--- config.mk ---
export PLATFORM = sky130hd
export DESIGN_NAME = send_arbiter
export DESIGN_NICKNAME = d
export VERILOG_FILES = /design/src/rtl/send_arbiter.sv
export SDC_FILE = /design/constraint.sdc
export NUM_CORES = 1
export LEC_CHECK = 0
export ABC_AREA = 1
export BUFFER_PORTS_ARGS = -buffer_cell sky130_fd_sc_hd__buf_2
export CORE_AREA = 3 3 82 84
export CTS_CLUSTER_DIAMETER = 40
export DETAILED_ROUTE_END_ITERATION = 16
export DIE_AREA = 0 0 85 87
export GPL_TIMING_DRIVEN = 0
export PLACE_DENSITY = 0.48
export RECOVER_POWER = 50
export SYNTH_ARGS = -nofsm -noshare
export SYNTH_HDL_FRONTEND = slang
export SYNTH_SLANG_ARGS = --single-unit
--- constraint.sdc ---
create_clock -name clk -period 4.8 [get_ports clk]
set_input_delay 0.24 -clock clk [delete_from_list [all_inputs] [get_ports clk]]
set_output_delay 0.24 -clock clk [all_outputs]
set_load 0.03 [all_outputs]
--- src/rtl/send_arbiter.sv ---
// Round-robin arbiter that moves one producer's packet at a time into the shared send ring.
// Once the packet's last byte is taken, its saturated length is posted to the length fifo.
module send_arbiter #(
    parameter int unsigned NREQ     = 4,
    parameter int unsigned LEN_BITS = 7
) (
    input  logic                  clk,
    input  logic                  rst_n,
    input  logic [NREQ-1:0]       req,
    output logic [NREQ-1:0]       gnt,
    input  logic [8*NREQ-1:0]     req_data,
    input  logic [NREQ-1:0]       req_valid,
    input  logic [NREQ-1:0]       req_last,
    output logic [NREQ-1:0]       req_ready,
    output logic [7:0]            send_ring_data,
    output logic                  send_ring_wr_en,
    input  logic                  send_ring_full,
    output logic [LEN_BITS-1:0]   send_fifo_data,
    output logic                  send_fifo_wr_en,
    input  logic                  send_fifo_full,
    input  logic                  clr,
    output logic                  overflow,
    output logic                  busy
);

    localparam int unsigned         PtrW   = (NREQ > 1) ? $clog2(NREQ) : 1;
    localparam logic [LEN_BITS-1:0] MaxLen = '1;

    typedef enum logic [1:0] {StIdle, StXfer, StCommit} state_e;

    state_e              state_q, state_d;
    logic [NREQ-1:0]     gnt_q, gnt_d;
    logic [PtrW-1:0]     ptr_q, ptr_d;
    logic [LEN_BITS-1:0] cnt_q, cnt_d;
    logic                ovf_q, ovf_d;

    logic                win_found;
    logic [PtrW-1:0]     win_idx;
    logic [NREQ-1:0]     win_oh;
    logic                sel_valid;
    logic                sel_last;
    logic [7:0]          sel_data;
    logic                accept;
    logic                ovf_set;

    // First requester at or after ptr, wrapping around.
    always_comb begin : arb_search
        logic [PtrW-1:0] idx;
        idx       = '0;
        win_found = 1'b0;
        win_idx   = '0;
        for (int unsigned k = 0; k < NREQ; k++) begin
            idx = PtrW'((32'(ptr_q) + k) % NREQ);
            if (!win_found && req[idx]) begin
                win_found = 1'b1;
                win_idx   = idx;
            end
        end
        win_oh          = '0;
        win_oh[win_idx] = 1'b1;
    end

    always_comb begin
        sel_data = '0;
        for (int unsigned i = 0; i < NREQ; i++) begin
            if (gnt_q[i]) begin
                sel_data = req_data[8*i +: 8];
            end
        end
    end

    assign sel_valid = |(req_valid & gnt_q);
    assign sel_last  = |(req_last & gnt_q);

    always_comb begin
        state_d         = state_q;
        gnt_d           = gnt_q;
        ptr_d           = ptr_q;
        cnt_d           = cnt_q;
        req_ready       = '0;
        send_ring_wr_en = 1'b0;
        send_fifo_wr_en = 1'b0;
        accept          = 1'b0;
        ovf_set         = 1'b0;
        unique case (state_q)
            StIdle: begin
                gnt_d = '0;
                if (win_found) begin
                    state_d = StXfer;
                    gnt_d   = win_oh;
                    ptr_d   = (win_idx == PtrW'(NREQ - 1)) ? '0 : win_idx + PtrW'(1);
                    cnt_d   = '0;
                end
            end
            StXfer: begin
                req_ready = send_ring_full ? '0 : gnt_q;
                accept    = sel_valid && !send_ring_full;
                if (accept) begin
                    // Bytes past MaxLen are swallowed so the producer can still finish.
                    if (cnt_q != MaxLen) begin
                        send_ring_wr_en = 1'b1;
                        cnt_d           = cnt_q + LEN_BITS'(1);
                    end else begin
                        ovf_set = 1'b1;
                    end
                    if (sel_last) begin
                        state_d = StCommit;
                    end
                end
            end
            StCommit: begin
                if (!send_fifo_full) begin
                    send_fifo_wr_en = 1'b1;
                    state_d         = StIdle;
                    gnt_d           = '0;
                end
            end
            default: begin
                state_d = StIdle;
                gnt_d   = '0;
            end
        endcase
    end

    // A new overflow wins over a simultaneous clear.
    assign ovf_d = (ovf_q & ~clr) | ovf_set;

    always_ff @(posedge clk or negedge rst_n) begin
        if (!rst_n) begin
            state_q <= StIdle;
            gnt_q   <= '0;
            ptr_q   <= '0;
            cnt_q   <= '0;
            ovf_q   <= 1'b0;
        end else begin
            state_q <= state_d;
            gnt_q   <= gnt_d;
            ptr_q   <= ptr_d;
            cnt_q   <= cnt_d;
            ovf_q   <= ovf_d;
        end
    end

    assign gnt            = gnt_q;
    assign send_ring_data = sel_data;
    assign send_fifo_data = cnt_q;
    assign overflow       = ovf_q;
    assign busy           = (state_q != StIdle);

endmodule

### Yosys cells after proc, flatten, opt, wreduce, memory -nomap -nowiden

Index checks and enable logic that the tools add are counted.

| operators by class | value |
|---|---|
| add/subtract/negate cells | 5 |
| $lt $le $gt $ge | 6 |
| equal/unequal tests | 9 |
| muxes and demuxes | 45 |
| bitwise logic cells | 6 |
| reductions and logical operators | 18 |

Operators by type and width:

| cell | number |
|---|---|
| 8-bit 2-to-1 mux | 4 |
| 7-bit 2-to-1 mux | 3 |
| 2-bit 2-to-1 mux | 9 |
| 1-bit 2-to-1 mux | 17 |
| 4-bit 2-to-1 mux | 4 |
| 2-bit by 3-bit < comparator with 1-bit output, second input constant | 5 |
| 7-bit one-hot mux with 2 select lines | 1 |
| 4-bit one-hot mux with 3 select lines | 1 |
| 2-bit inequality test, second input constant | 5 |
| 4-bit AND | 2 |
| 1-bit binary-select mux with 2-bit select | 4 |
| 4-bit AND reduction | 2 |
| 4-bit OR reduction | 2 |
| 7-bit by 1-bit adder with 7-bit output, second input constant | 1 |
| 7-bit inequality test, second input constant | 1 |
| 2-bit one-hot mux with 3 select lines | 1 |
| 1-bit logical AND | 5 |
| 2-bit by 1-bit adder with 2-bit output, second input constant | 2 |
| 2-bit adder, second input constant | 2 |
| 2-bit equality test, second input constant | 2 |
| 1-bit logical NOT | 4 |
| 2-bit AND reduction | 2 |
| 2-bit nonzero test | 2 |
| 1-bit demux with 2-bit select | 1 |
| 6 further kinds | 7 |

| storage, ports and cells | value |
|---|---|
| register bits | 16 |
| input bits | 49 |
| output and inout port bits | 27 |
| logic and storage cells | 94 |

### Depth between registers and ports, before layout

| depth | value |
|---|---|
| depth in word-level cells | 18 |
| gate-level depth with buffers | 14 |
| gate-level depth less buffers | 13 |

### Worst setup path after synthesis

OpenSTA, ideal clock, no wires.

| timing | value |
|---|---|
| path type | reg-to-output |
| from | reg cnt_q[0], in the netlist send_fifo_data[0] |
| to | out send_ring_wr_en |
| arrival | 1.894 ns |
| data required time | 4.560 ns |
| setup slack | 2.666 ns |
| cell stages (with the launch flop) | 9 |
| buffers on the path | 0 |
| cells stage by stage | dfrtp_1 ha_1 nand3_1 nor2_2 nand3_1 inv_1 o21ai_4 nand3_4 nor2_1 |

| between the ends | value |
|---|---|
| longest elaborated chain between the ends | 4 |

Ends and longest elaborated chain:

| element | RTL line | RTL |
|---|---|---|
| start, declared | 34 | `logic [LEN_BITS-1:0] cnt_q, cnt_d;` |
| start signal, assigned | 139 | `cnt_q <= cnt_d;` |
| 7-bit inequality test | 100 | `if (cnt_q != MaxLen) begin` |
| 1-bit 2-to-1 mux | 100 |  |
| 1-bit 2-to-1 mux | 98 | `if (accept) begin` |
| 1-bit 2-to-1 mux | 85 | `unique case (state_q)` |
| end, declared | 16 | `output logic send_ring_wr_en,` |

No other way between the ends.

### Worst setup path in the final report

Same ends and word-level chain as after synthesis.

==> impl_metrics.py <==
metrics = {
    "global_route": {
        "overflow": 0,
        "grt_pass1_wl_mm": 7.67,
        "antenna_found_initial": 0,
        "grt_max_degree": 17,
        "first_global_vias": 1645,
        "grt_usage_pct": 12.5,
    },
    "timing": {
        "fmax_ghz": 0.438,
        "worst_clock_skew_ps": 0.659,
        "slew_headroom_pct": 38.2,
        "slew_viol_final": 0,
        "finalSetupViolCount": 0,
        "fin_crit_sh_pct": 47.6,
        "whs_ps": 165,
        "tightest_slew_ps": 927,
        "fin_crit_ps": 2280,
        "fin_setup_tns_ps": 0,
        "finalHoldViolCount": 0,
        "rsz0062_at_grt": "false",
    },
    "synth": {
        "synth_top_area_share_pct": 26.8,
        "synth_fp_nets": 284,
        "ys_ff_latch": 16,
        "syn-instance-count": 230,
        "synthFlopType": "dfrtp_1",
        "yosysMostFrequentCell": "nand2_1",
        "netlist-cell-type-count": 27,
        "yosysWarnings": 0,
        "synth.avg_cell_area_um2": 6.51,
        "syn-cell-area_um2": 1500,
        "ys_seq_area_share_pct": 26.8,
        "ys_async_sr_fraction_pct": 100,
        "synth_area_leaders": "dfrtp_1 (27%), nand2_1 (20%), o21ai_0 (7.4%)",
        "synthTopCellsByCount": "nand2_1 (79), inv_1 (23), o21ai_0 (22)",
        "synth-edff-count": 0,
        "yosysTopAreaCell": "dfrtp_1",
    },
    "route": {
        "ant_nets": 0,
        "vias": 1699,
        "first_pass_iters": 4,
        "vias_per_cell": 4.41,
        "drtIter0Drc": 30,
        "wirelength_mm": 4.62,
        "drc_errors": 0,
        "wl_per_cell_um": 12.0,
    },
    "cts": {
        "cts_num_sinks": 16,
        "cts_tree": "yes",
        "cts_buffers": 3,
        "clk_transition_reported_paths_ps": 70,
        "cts-root-buf": "clkbuf_8",
        "cts_buffer_depth": 2,
        "htreeDepth": 1,
        "clk_latency_ps": 250,
        "cts_resized": 0,
    },
    "placement": {
        "gp_congestion": 0.743,
        "dp_hpwl_mm": 3.79,
        "numPortBuffers": 75,
    },
    "status": {
        "status": "finished, final reports clean",
    },
    "layout": {
        "nNetsFinal": 365,
        "final_core_util_pct": 33.6,
        "register_area_um2": 400,
        "num_antenna_cells": 0,
        "n_fill_cell": 669,
        "area_delta_synth_final_pct": 34.5,
        "multi_input_area_um2": 960,
        "drive_gt1_share_pct": 28.4,
    },
    "critical_path": {
        "r2r_end": "ptr_q[1]",
        "r2r-start": "ptr_q[0]",
        "required_ps": 4560,
        "worstSetupPathType": "reg -> out",
        "rr_worst_depth": 13,
        "start_kind": "flop",
        "ff2ff_setup_slack_ps": 2820,
        "endpoint_kind": "output port",
        "path_max_fanout": 8,
        "arrival_ps": 2040,
    },
    "die": {
        "num_rows": 28,
        "coreArea_um2": 5990,
        "die_area_um2": 7400,
        "initial_utilization_pct": 25.0,
        "ios": 76,
        "die_x_um": 85,
        "die_h_um": 87,
    },
    "hold_path": {
        "hold_path_end": "overflow",
        "min-delay-start": "clr",
        "hp-class": "in -> reg",
        "holdPathStages": 2,
    },
    "pwr": {
        "vdd_drop_max_v": 0.000236,
        "power.density_nw_per_um2": 694,
        "leakage_nw": 1.09,
        "finalPower_mw": 1.40,
    },
    "flow_run": {
        "drv_cap": 0,
    },
}
==> layer usage <==
metal | track usage, % | vias up | part of all wire (%)
li1 | - | 908 | -
met1 | 16.4 | 728 | 47
met2 | 21.8 | 61 | 45
met3 | 1.70 | 2 | 7.4
met4 | 2.59 | 0 | 0.52
met5 | 0 | - | 0
==> cells by family after synthesis <==
logic type                 after synthesis  synth area share [%]
buffers and inverters                   32                  9.11
adders and majority gates                5                  4.18
and+or+nand+nor                        141                  46.7
xor gates and xnor gates                 2                  1.17
AOI/OAI and AO/OA                       34                  12.1
DFF                                     16                  26.8
==> critical path: stages (launching register included) <==
cell	delay, ps
dfrtp_1	420
ha_1	240
nand3_1	130
nor2_2	60
nand3_1	150
inv_1	110
o21ai_4	220
nand3_4	150
nor2_1	110
buf_2	200
==> cell usage in the layout, fill, tap and decap left out <==
cell / count
o21ai_0: 22
nand3b_1: 2
nor2_8: 1
nor2_4: 1
clkbuf_1: 18
ha_1: 5
nand4_4: 1
inv_1: 23
nand3_4: 2
o21ai_4: 1
nor2_1: 11
nor3b_1: 2
inv_8: 1
dfrtp_1: 16
nand4_1: 6
o21ai_1: 2
inv_2: 2
nor2_2: 1
nand2_4: 2
nand3_1: 20
buf_6: 1
nand2_2: 9
clkbuf_8: 4
xnor2_1: 2
nor3_1: 4
buf_2: 62
nand2_1: 79
dlygate4sd3_1: 1
a21oi_1: 9
==> metrics by stage <==
step	cells	area, um^2	setup slack, ps
finish	385	2010	2520
global route	385	2010	2340
CTS	385	2030	2490
detailed placement	380	1970	2770
global placement	380	1970	2780
floorplan	230	1500	2670
==> where the power goes <==
group	internal (mW)	switching [mW]	leakage, nW	total, mW
Clock	0.0727	0.0476	0.0288	0.120
Combinational	0.315	0.745	0.854	1.06
Sequential	0.177	0.0405	0.211	0.218
Total	0.565	0.833	1.09	1.40
==> area by class of cell <==
| type | instances | share of cell area (%) |
|---|---|---|
| Tap cell | 75 | 4.66 |
| Timing Repair Buffer | 76 | 18.3 |
| Buffer | 6 | 1.55 |
| Clock buffer | 4 | 2.73 |
| Sequential cell | 16 | 19.9 |
| Multi-Input combinational cell | 182 | 47.7 |
| Inverter | 26 | 5.22 |
==> how the worst max path moves through the flow <==
stage                           start              end  cells after the start
floorplan           send_fifo_data[0]  send_ring_wr_en                      8
finish              send_fifo_data[0]  send_ring_wr_en                      9
global placement    send_fifo_data[0]  send_ring_wr_en                      9
CTS                 send_fifo_data[0]  send_ring_wr_en                      9
detailed placement  send_fifo_data[0]  send_ring_wr_en                      9
global route        send_fifo_data[0]  send_ring_wr_en                      9
==> sequential cells by signal, indices dropped and copies added, names as in the netlist <==
| signal | count |
|---|---|
| overflow | 1 |
| state_q | 2 |
| send_fifo_data | 7 |
| gnt | 4 |
| ptr_q | 2 |
==> what timing repair did <==
action	CTS	global route
hold buffers	1	0
buffers inserted	0	0
hold endpoints to repair	16	0
Note: power is estimated with default switching activity, not from simulation.
